--- src/rtl/hazard_pkg.sv ---
// Shared types and constants for the pipeline hazard controller.
// Holds the FSM state encoding, writeback-select codes and parameter bound helpers.
package hazard_pkg;

    typedef enum logic [2:0] {
        ST_RUN,
        ST_LOAD_STALL,
        ST_FLUSH,
        ST_MEM_WAIT,
        ST_HALTED
    } hz_state_e;

    localparam logic [1:0] WB_ALU = 2'b00;
    localparam logic [1:0] WB_MEM = 2'b01;

    // Load-use bubbles are limited to 1..3 so the wait counter fits in two bits.
    function automatic int bound_lsc(input int n);
        if (n < 1) return 1;
        if (n > 3) return 3;
        return n;
    endfunction

    function automatic int bound_min1(input int n);
        return (n < 1) ? 1 : n;
    endfunction

endpackage

--- src/rtl/hazard_if.sv ---
// Hazard controller bundle: pipeline observation inputs and pipeline-register controls.
// master = pipeline side, slave = hazard_ctrl.
interface hazard_if #(parameter int CNT_W = 16);
    logic [4:0]       Rs1_D, Rs2_D;
    logic             Rs1Used_D, Rs2Used_D;
    logic [4:0]       Rdst_E, Rdst_M;
    logic             RegWrEn_E, RegWrEn_M;
    logic [1:0]       WBSel_E, WBSel_M;
    logic             BranchTaken_E;
    logic             MemBusy_M;
    logic             halt_W;

    logic             stall_F, stall_FD, stall_DE;
    logic             nop_FD, nop_DE, nop_EM;
    logic             hold_MW;
    logic             FF_EX_APPLICABLE, FF_MEM_APPLICABLE;
    logic             halted;
    logic             mem_timeout;
    logic [CNT_W-1:0] stall_cycles, flush_count;

    modport master (
        output Rs1_D, Rs2_D, Rs1Used_D, Rs2Used_D, Rdst_E, Rdst_M,
               RegWrEn_E, RegWrEn_M, WBSel_E, WBSel_M, BranchTaken_E, MemBusy_M, halt_W,
        input  stall_F, stall_FD, stall_DE, nop_FD, nop_DE, nop_EM, hold_MW,
               FF_EX_APPLICABLE, FF_MEM_APPLICABLE, halted, mem_timeout,
               stall_cycles, flush_count
    );

    modport slave (
        input  Rs1_D, Rs2_D, Rs1Used_D, Rs2Used_D, Rdst_E, Rdst_M,
               RegWrEn_E, RegWrEn_M, WBSel_E, WBSel_M, BranchTaken_E, MemBusy_M, halt_W,
        output stall_F, stall_FD, stall_DE, nop_FD, nop_DE, nop_EM, hold_MW,
               FF_EX_APPLICABLE, FF_MEM_APPLICABLE, halted, mem_timeout,
               stall_cycles, flush_count
    );
endinterface

--- src/rtl/hazard_match.sv ---
// Producer qualification and source-register compare for one pipeline stage.
// hit = stage writes a non-x0 register that Decode actually reads.
module hazard_match (
    input  logic [4:0] rdst,
    input  logic       wr_en_n,
    input  logic [4:0] rs1,
    input  logic       rs1_used,
    input  logic [4:0] rs2,
    input  logic       rs2_used,
    output logic       hit
);
    logic producer;

    assign producer = !wr_en_n && (rdst != 5'd0);
    assign hit      = producer && ((rs1_used && (rdst == rs1)) || (rs2_used && (rdst == rs2)));
endmodule

--- src/rtl/hazard_ctrl.sv ---
// 5-stage pipeline hazard controller: load-use stalls, branch flush, memory-wait hold, halt freeze.
// Optional HAZARD_PERF_CNT_EN builds the saturating stall/flush performance counters.
module hazard_ctrl
    import hazard_pkg::*;
#(
    parameter int LOAD_STALL_CYCLES = 1,
    parameter int MEM_WAIT_MAX      = 15,
    parameter int CNT_W             = 16
) (
    input logic     CLK,
    input logic     RST,
    hazard_if.slave hz
);
    localparam int               LSC       = bound_lsc(LOAD_STALL_CYCLES);
    localparam int               MWM       = bound_min1(MEM_WAIT_MAX);
    localparam int               BW        = $clog2(MWM + 1);
    localparam logic [1:0]       LS_INIT   = 2'(LSC - 1);
    localparam logic [BW-1:0]    BUSY_LAST = BW'(MWM - 1);

    hz_state_e     state;
    logic [1:0]    ls_cnt;
    logic [BW-1:0] busy_cnt;
    logic          stall_f, stall_fd, stall_de, nop_fd, nop_de, hold_mw;
    logic          ff_ex, ff_mem, halted, mem_timeout;
    logic          hit_e, hit_m, load_use, fwd_ex, resume;

    hazard_match u_match_e (
        .rdst(hz.Rdst_E), .wr_en_n(hz.RegWrEn_E),
        .rs1(hz.Rs1_D), .rs1_used(hz.Rs1Used_D),
        .rs2(hz.Rs2_D), .rs2_used(hz.Rs2Used_D),
        .hit(hit_e)
    );

    hazard_match u_match_m (
        .rdst(hz.Rdst_M), .wr_en_n(hz.RegWrEn_M),
        .rs1(hz.Rs1_D), .rs1_used(hz.Rs1Used_D),
        .rs2(hz.Rs2_D), .rs2_used(hz.Rs2Used_D),
        .hit(hit_m)
    );

    assign load_use = hit_e && (hz.WBSel_E == WB_MEM);
    assign fwd_ex   = hit_e && (hz.WBSel_E != WB_MEM);
    // A memory wait that interrupted a multi-cycle load stall picks the count back up.
    assign resume   = (state == ST_LOAD_STALL) || ((state == ST_MEM_WAIT) && (ls_cnt != 2'd0));

    always_ff @(posedge CLK) begin
        if (!RST) begin
            state       <= ST_RUN;
            ls_cnt      <= 2'd0;
            busy_cnt    <= '0;
            stall_f     <= 1'b0;
            stall_fd    <= 1'b0;
            stall_de    <= 1'b0;
            nop_fd      <= 1'b0;
            nop_de      <= 1'b0;
            hold_mw     <= 1'b0;
            ff_ex       <= 1'b1;
            ff_mem      <= 1'b1;
            halted      <= 1'b0;
            mem_timeout <= 1'b0;
        end else if (state != ST_HALTED) begin
            {stall_f, stall_fd, stall_de, nop_fd, nop_de, hold_mw} <= '0;
            ff_ex  <= !fwd_ex;
            ff_mem <= !hit_m;
            if (hz.halt_W || (hz.MemBusy_M && (busy_cnt == BUSY_LAST))) begin
                state  <= ST_HALTED;
                {stall_f, stall_fd, stall_de, hold_mw} <= '1;
                halted <= 1'b1;
                ff_ex  <= 1'b1;
                ff_mem <= 1'b1;
                if (!hz.halt_W) mem_timeout <= 1'b1;
            end else if (hz.MemBusy_M) begin
                state    <= ST_MEM_WAIT;
                busy_cnt <= busy_cnt + 1'b1;
                {stall_f, stall_fd, stall_de, hold_mw} <= '1;
            end else begin
                busy_cnt <= '0;
                state    <= ST_RUN;
                // The cycle after a flush sees a squashed Decode instruction, so nothing is acted on.
                if (state != ST_FLUSH) begin
                    if (hz.BranchTaken_E) begin
                        state  <= ST_FLUSH;
                        nop_fd <= 1'b1;
                        nop_de <= 1'b1;
                        ls_cnt <= 2'd0;
                    end else if (resume) begin
                        {stall_f, stall_fd, nop_de} <= '1;
                        ls_cnt <= ls_cnt - 1'b1;
                        if (ls_cnt != 2'd1) state <= ST_LOAD_STALL;
                    end else if (load_use) begin
                        {stall_f, stall_fd, nop_de} <= '1;
                        ls_cnt <= LS_INIT;
                        if (LS_INIT != 2'd0) state <= ST_LOAD_STALL;
                    end
                end
            end
        end
    end

    assign hz.stall_F           = stall_f;
    assign hz.stall_FD          = stall_fd;
    assign hz.stall_DE          = stall_de;
    assign hz.nop_FD            = nop_fd;
    assign hz.nop_DE            = nop_de;
    // No hazard in this pipeline needs a bubble into EX/MEM.
    assign hz.nop_EM            = 1'b0;
    assign hz.hold_MW           = hold_mw;
    assign hz.FF_EX_APPLICABLE  = ff_ex;
    assign hz.FF_MEM_APPLICABLE = ff_mem;
    assign hz.halted            = halted;
    assign hz.mem_timeout       = mem_timeout;

`ifdef HAZARD_PERF_CNT_EN
    logic [CNT_W-1:0] stall_cnt, flush_cnt;

    // Counts completed cycles: a cycle is tallied at the edge that ends it.
    always_ff @(posedge CLK) begin
        if (!RST) begin
            stall_cnt <= '0;
            flush_cnt <= '0;
        end else begin
            if (stall_f && (state != ST_HALTED) && (stall_cnt != '1)) stall_cnt <= stall_cnt + 1'b1;
            if ((state == ST_FLUSH) && (flush_cnt != '1)) flush_cnt <= flush_cnt + 1'b1;
        end
    end

    assign hz.stall_cycles = stall_cnt;
    assign hz.flush_count  = flush_cnt;
`else
    assign hz.stall_cycles = {CNT_W{1'b0}};
    assign hz.flush_count  = {CNT_W{1'b0}};
`endif

endmodule

--- src/flat_wrapper.sv ---
// flat-port wrapper written by rule: the top's interface ports become plain ports
module hazard_ctrl_flat import hazard_pkg::*;
#(
    parameter int LOAD_STALL_CYCLES = 1,
    parameter int MEM_WAIT_MAX      = 15,
    parameter int CNT_W             = 16
)
  (CLK, RST, hz_Rs1_D, hz_Rs2_D, hz_Rs1Used_D, hz_Rs2Used_D, hz_Rdst_E, hz_Rdst_M, hz_RegWrEn_E, hz_RegWrEn_M, hz_WBSel_E, hz_WBSel_M, hz_BranchTaken_E, hz_MemBusy_M, hz_halt_W, hz_stall_F, hz_stall_FD, hz_stall_DE, hz_nop_FD, hz_nop_DE, hz_nop_EM, hz_hold_MW, hz_FF_EX_APPLICABLE, hz_FF_MEM_APPLICABLE, hz_halted, hz_mem_timeout, hz_stall_cycles, hz_flush_count);
  hazard_if #(.CNT_W(CNT_W)) hz_i ();
  input logic CLK;
  input logic RST;
  input wire logic [$bits(hz_i.Rs1_D)-1:0] hz_Rs1_D;
  input wire logic [$bits(hz_i.Rs2_D)-1:0] hz_Rs2_D;
  input wire logic [$bits(hz_i.Rs1Used_D)-1:0] hz_Rs1Used_D;
  input wire logic [$bits(hz_i.Rs2Used_D)-1:0] hz_Rs2Used_D;
  input wire logic [$bits(hz_i.Rdst_E)-1:0] hz_Rdst_E;
  input wire logic [$bits(hz_i.Rdst_M)-1:0] hz_Rdst_M;
  input wire logic [$bits(hz_i.RegWrEn_E)-1:0] hz_RegWrEn_E;
  input wire logic [$bits(hz_i.RegWrEn_M)-1:0] hz_RegWrEn_M;
  input wire logic [$bits(hz_i.WBSel_E)-1:0] hz_WBSel_E;
  input wire logic [$bits(hz_i.WBSel_M)-1:0] hz_WBSel_M;
  input wire logic [$bits(hz_i.BranchTaken_E)-1:0] hz_BranchTaken_E;
  input wire logic [$bits(hz_i.MemBusy_M)-1:0] hz_MemBusy_M;
  input wire logic [$bits(hz_i.halt_W)-1:0] hz_halt_W;
  output wire logic [$bits(hz_i.stall_F)-1:0] hz_stall_F;
  output wire logic [$bits(hz_i.stall_FD)-1:0] hz_stall_FD;
  output wire logic [$bits(hz_i.stall_DE)-1:0] hz_stall_DE;
  output wire logic [$bits(hz_i.nop_FD)-1:0] hz_nop_FD;
  output wire logic [$bits(hz_i.nop_DE)-1:0] hz_nop_DE;
  output wire logic [$bits(hz_i.nop_EM)-1:0] hz_nop_EM;
  output wire logic [$bits(hz_i.hold_MW)-1:0] hz_hold_MW;
  output wire logic [$bits(hz_i.FF_EX_APPLICABLE)-1:0] hz_FF_EX_APPLICABLE;
  output wire logic [$bits(hz_i.FF_MEM_APPLICABLE)-1:0] hz_FF_MEM_APPLICABLE;
  output wire logic [$bits(hz_i.halted)-1:0] hz_halted;
  output wire logic [$bits(hz_i.mem_timeout)-1:0] hz_mem_timeout;
  output wire logic [$bits(hz_i.stall_cycles)-1:0] hz_stall_cycles;
  output wire logic [$bits(hz_i.flush_count)-1:0] hz_flush_count;
  assign hz_i.Rs1_D = hz_Rs1_D;
  assign hz_i.Rs2_D = hz_Rs2_D;
  assign hz_i.Rs1Used_D = hz_Rs1Used_D;
  assign hz_i.Rs2Used_D = hz_Rs2Used_D;
  assign hz_i.Rdst_E = hz_Rdst_E;
  assign hz_i.Rdst_M = hz_Rdst_M;
  assign hz_i.RegWrEn_E = hz_RegWrEn_E;
  assign hz_i.RegWrEn_M = hz_RegWrEn_M;
  assign hz_i.WBSel_E = hz_WBSel_E;
  assign hz_i.WBSel_M = hz_WBSel_M;
  assign hz_i.BranchTaken_E = hz_BranchTaken_E;
  assign hz_i.MemBusy_M = hz_MemBusy_M;
  assign hz_i.halt_W = hz_halt_W;
  assign hz_stall_F = hz_i.stall_F;
  assign hz_stall_FD = hz_i.stall_FD;
  assign hz_stall_DE = hz_i.stall_DE;
  assign hz_nop_FD = hz_i.nop_FD;
  assign hz_nop_DE = hz_i.nop_DE;
  assign hz_nop_EM = hz_i.nop_EM;
  assign hz_hold_MW = hz_i.hold_MW;
  assign hz_FF_EX_APPLICABLE = hz_i.FF_EX_APPLICABLE;
  assign hz_FF_MEM_APPLICABLE = hz_i.FF_MEM_APPLICABLE;
  assign hz_halted = hz_i.halted;
  assign hz_mem_timeout = hz_i.mem_timeout;
  assign hz_stall_cycles = hz_i.stall_cycles;
  assign hz_flush_count = hz_i.flush_count;
  hazard_ctrl #(.LOAD_STALL_CYCLES(LOAD_STALL_CYCLES), .MEM_WAIT_MAX(MEM_WAIT_MAX), .CNT_W(CNT_W)) u_core (.CLK(CLK), .RST(RST), .hz(hz_i));
endmodule
--- config.mk ---
export PLATFORM = sky130hd
export DESIGN_NAME = hazard_ctrl_flat
export DESIGN_NICKNAME = d
export VERILOG_FILES = /design/src/rtl/hazard_pkg.sv /design/src/rtl/hazard_if.sv /design/src/rtl/hazard_match.sv /design/src/rtl/hazard_ctrl.sv /design/src/flat_wrapper.sv
export SDC_FILE = /design/constraint.sdc
export NUM_CORES = 1
export LEC_CHECK = 0
export BUFFER_PORTS_ARGS = -buffer_cell sky130_fd_sc_hd__buf_2
export CAP_MARGIN = 20
export CORE_ASPECT_RATIO = 1.5
export CORE_MARGIN = 2
export CORE_UTILIZATION = 47
export CTS_CLUSTER_SIZE = 30
export DETAILED_ROUTE_END_ITERATION = 16
export PLACE_DENSITY = 0.85
export SLEW_MARGIN = 10
export SYNTH_ARGS = -nofsm -noshare
export SYNTH_HDL_FRONTEND = slang
export SYNTH_SLANG_ARGS = --single-unit
export TNS_END_PERCENT = 5
--- constraint.sdc ---
create_clock -name CLK -period 3.6 [get_ports CLK]
set_input_delay 0.36 -clock CLK [delete_from_list [all_inputs] [get_ports CLK]]
set_output_delay 0.36 -clock CLK [all_outputs]
set_load 0.05 [all_outputs]
* After elaboration in Yosys (flattened, before gate mapping)
Cells that the tools add are included.
** Storage, ports and cells
- Flip-flop bits (word level) :: 17
- Bits in latches :: 0
- Bits in writable memories :: 0
- Memory bits (read-only) :: 0
- Bits of input ports :: 33
- Output and inout port bits :: 43
- Logic and storage cells :: 84
- Memories :: 0
** Operators by class
- $add $sub $neg :: 2
- Multiply operators :: 0
- Divide/modulo/power cells :: 0
- $lt $le $gt $ge :: 0
- Equal/unequal tests :: 12
- Shifts and indexed selects :: 0
- Multiplexer cells :: 28
- Bitwise logic cells :: 3
- Reduce and logical (&&, ||, !) cells :: 28
** Operator list (number)
- $eq A5 B5 Y1 :: 4
- $mux W1 :: 19
- $mux W3 :: 5
- $logic_and A1 B1 Y1 :: 12
- $reduce_bool A5 Y1 :: 2
- $mux W2 :: 3
- $reduce_and A5 Y1 :: 1
- $add A4 B1 Y4 const B :: 1
- $eq A4 B4 Y1 const B :: 1
- $logic_not A1 Y1 :: 4
- $logic_or A1 B1 Y1 :: 4
- $mux W4 :: 1
- $ne A2 B1 Y1 const B :: 2
- $reduce_and A2 Y1 :: 2
- $eq A3 B1 Y1 const B :: 1
- $eq A3 B2 Y1 const B :: 1
- $ne A3 B2 Y1 const B :: 1
- $ne A3 B3 Y1 const B :: 1
- $not A1 Y1 :: 3
- $reduce_and A3 Y1 :: 1
- $reduce_bool A3 Y1 :: 1
- $eq A2 B1 Y1 const B :: 1
- $reduce_bool A2 Y1 :: 1
- $sub A2 B1 Y2 const B :: 1

* Longest topological paths before layout
- Word-level depth :: 11
- Gate-level depth with buffers :: 7
- Gate-level depth less buffers :: 7

* Modules after synthesis
A second synthesis with hierarchy kept.
** Unflattened totals
- Cells, all modules :: 159
- Area, all modules :: 1367.6 µm²
** By module, submodules not included
- hazard_ctrl :: instances 1, cells an instance 125, area each 1087.3 µm², sequential area each 340.3 µm²
- hazard_match :: instances 2, cells an instance 17, area each 140.1 µm², sequential area each 0.0 µm²

* Least setup slack after synthesis
No wires, ideal clock.
- Path kind :: flip-flop to flip-flop
- From :: register u_core.busy_cnt[0]
- To :: register u_core.busy_cnt[0]
- Setup time :: 62 ps
- Arrival :: 1444 ps
- Required time :: 3538 ps
- Path slack :: 2094 ps
- Stages on the path, launching flop included :: 8
- Path buffers :: 0
- Clock period less this slack :: 1506 ps
- Path through :: dfxtp_1 > inv_1 > ha_1 > and4_4 > nor3_4 > nand2_1 > mux2_4 > nor2_2
** Between the ends
- Longest elaborated chain between the ends :: 5
- Elaborated cells between the ends (all ways) :: 7
- Classes of those cells :: add/sub: 1; eq/ne: 1; mux: 1; bitwise: 1; reduce/logical: 3
** RTL lines
- start, declared :: RTL line hazard_ctrl.sv:22 : logic [BW-1:0] busy_cnt;
- start signal, assigned :: RTL line hazard_ctrl.sv:74 : busy_cnt <= busy_cnt + 1'b1;
- parallel branches: the longest is 5 deep, another holds $add A4 B1 Y4
Parallel ways; which one is timed is not known.
A chain may end at the register's enable or synchronous reset.

* Worst setup path after layout
Ends and elaborated chain as after synthesis.

==> results.md <==
* Status: completed
* Gr ovfl total at 0
* Nets at between 200 and 250
* First-pass GRT wire length at 4100 um
* CTS tree: yes
* Slowest stage cell, crit path: nor3_4
* P_int at between 0.3 and 0.4 mW
* Starting Density at 49.5%
* Final min period at 1690 ps
* Final period util at 46.9%
* Post-synth EDFFs at 0
* Hold_buf cts at 0
* Die area at roughly 3300 sq um
* Post-CTS Setup Inserts at 0
* Post-synth ARST share at 0%
* GPL Wtd Cong at 0.798
* Crit-path cells: inv_1 > ha_1 > and4_4 > nor3_4 > nand2_1 > mux2_4 > nor2_2
* Rows at 23
* CTS Buf Count at 3
* Clock slew at reported path FFs at around 60 ps
* WP data required at 3790 ps
* Pins Over Slew Limit at 0
* Overall routing resource usage at 16.9%
* Slowest cell delay on critical path at 370 ps
* Clock skew at 1.95 ps
* # H-tree levels at 1
* Avg Cell Area, Syn at 7.93 sq um
* Final design utilization at 54.9%
* Reg area at 340 sq um
* Multi-input logic area at 808 sq um
* DP HPWL at 2220 um
* Max-cap violations at 0
* Initial drt markers at 19
* Layout cells sized above 1 at a little under a quarter
* RSZ-0062 raised after global routing: false
* Hold Path Class: input port to flop
* Clk_lat worst skew at 250 ps
* Seq/Total Area, Yosys at 25.7%
* Port buffer count at 40
* Crit. End Element: flop
* Setup crit start kind: flop
* Area Growth Syn to Fin at 11.0%
* Diodes inserted at 0
* Core Area at 2680 sq um
* CP arrival at around 1900 ps
* CP max FO at 10
* Leakage Power at 0.694 nW
* Clock Tree Buf Depth at 2
* Most common cell after layout, fill and taps aside: buf_2
* Vias per Instance at 4.74
* Final hold vios at 0
* Final wirelength at 2720 um
* DRT Pass-1 Iters at 4
* CTS Sinks at 17
* Yosys warnings at 0
* Wire per inst at 11.1 um
* Flop and latch count out of synthesis at 17
* Logic pwr share at between 30% and 40%
* Sequential fraction of design power at 38.2%
* Cell variety after synth at 33
* CP Class: flop to flop
* Synth Instances at 167
* Num ports at 76
* Final setup fails at 0
* Initial antenna violation count at 0
* Vias in the first global route at 1,029
* Pwr per Cell Area at roughly 360 nW/um^2
* Root Driver: clkbuf_8
* Cell area after synthesis at 1330 sq um
* Clk network pwr share at 26.5%
* Vert. Die Dim at ~70 um
* Fmax at around 590 MHz
* Sw Ratio at 40.1%
* DRC at 0
* Main synth FF type: dfxtp_1
* DIE WIDTH at 47.4 um
* Commonest cells after routing, fill and taps aside: 40 x buf_2, 33 x conb_1, 18 x xor2_1, 18 x nor2_1, 17 x dfxtp_1
* Vias at 1,156
* Psw at 0.211 mW
* Setup tns final at 0 ps
* Post-route total power at around 0.53 mW
* Final-layout fill cell count at 268
* Largest net degree at the start of global routing at 11
* PostCTS Resize Cnt at 0
* Max VDD drop at 0.000282 V
* Antenna Nets Post-Route at 0
## cell families after synthesis
kind of cell / Yosys count / synth area share, %
AOI/OAI and AO/OA: 23 / 10.0
xor gates and xnor gates: 23 / 15.2
adders and majority gates: 4 / 3.78
buffers and inverters: 44 / 22.4
DFF: 17 / 25.7
muxes: 1 / 1.13
other: 1 / 0.283
and+or+nand+nor: 54 / 21.5
## routing by layer
| metal | global-route usage, % | wire (um) | up-vias |
|---|---|---|---|
| met2 | 30.5 | 1390 | 64 |
| met5 | 0 | 0 | - |
| met1 | 16.5 | 1010 | 520 |
| li1 | - | - | 568 |
| met3 | 3.93 | 295 | 4 |
| met4 | 7.41 | 29 | 0 |
## worst max-delay path, delay by kind of cell (launching register included)
family,cells,cell delay [ps]
fa+ha+maj,1,190
buf+inv,1,90
flops,1,360
mux,1,270
simple gates,4,730
## synth_stat cells, drive strengths merged, types with 2 or more instances
master | number | area share, %
buf | 35 | 20
inv | 8 | 2.3
nor4 | 4 | 1.9
dfxtp | 17 | 26
xnor2 | 5 | 3.3
ha | 4 | 3.8
nand4 | 2 | 0.94
a31oi | 2 | 0.94
and2 | 2 | 0.94
nand2b | 4 | 1.9
nor2 | 19 | 5.6
o21ai | 5 | 1.9
a21oi | 9 | 3.4
o22ai | 3 | 1.4
xor2 | 18 | 12
o21a | 2 | 1.1
nand2 | 9 | 2.5
nand3 | 3 | 1.1
nor3 | 6 | 3.1
## path summary, 6_finish.rpt
kind	start	to	slack, ps	cells after the start
worst max-delay path	u_core.busy_cnt[0]$_SDFFE_PN0P_	u_core.busy_cnt[0]$_SDFFE_PN0P_	1910	7
worst min-delay path	RST	u_core.hz.FF_EX_APPLICABLE$_SDFFE_PN1P_	360	2
worst max register to register	u_core.busy_cnt[0]$_SDFFE_PN0P_	u_core.busy_cnt[0]$_SDFFE_PN0P_	1910	7
worst min register to register	u_core.hz.halted$_SDFFE_PN0P_	u_core.hz.halted$_SDFFE_PN0P_	450	2
## power groups by stage
stage	Clock, mW	Combinational [mW]	Sequential, mW
2_1_floorplan	0	0.161	0.218
3_3_place_gp	0	0.183	0.205
3_5_place_dp	0	0.186	0.205
4_1_cts	0.144	0.186	0.201
5_1_grt	0.151	0.199	0.202
6_report	0.140	0.186	0.201
## sequential cells by signal, indices dropped and copies added (netlist names)
signal,flops
u_core.busy_cnt,4
u_core.hz.stall_DE,1
u_core.hz.FF_EX_APPLICABLE,1
u_core.hz.mem_timeout,1
u_core.hz.halted,1
u_core.hz.FF_MEM_APPLICABLE,1
u_core.hz.stall_F,1
u_core.ls_cnt,2
u_core.state,3
u_core.hz.nop_DE,1
u_core.hz.nop_FD,1
## through the flow
stage                     hold slack, ps  cell area [sq um]  cells  setup slack, ps
after global placement               434               1430    240             1950
after floorplan                      461               1450    199             2090
final                                356               1470    244             1910
after CTS                            356               1470    244             1900
after detailed placement             443               1430    240             1910
after global routing                 378               1470    244             1790
## cell type report
class	count	share of cell area [%]
well taps	37	3.15
inverters	8	2.04
clock buffers	4	3.06
repair buffers	40	13.6
multi-input cells	138	55.0
flip-flops and latches	17	23.1
Power figures use the tool's default switching activity.
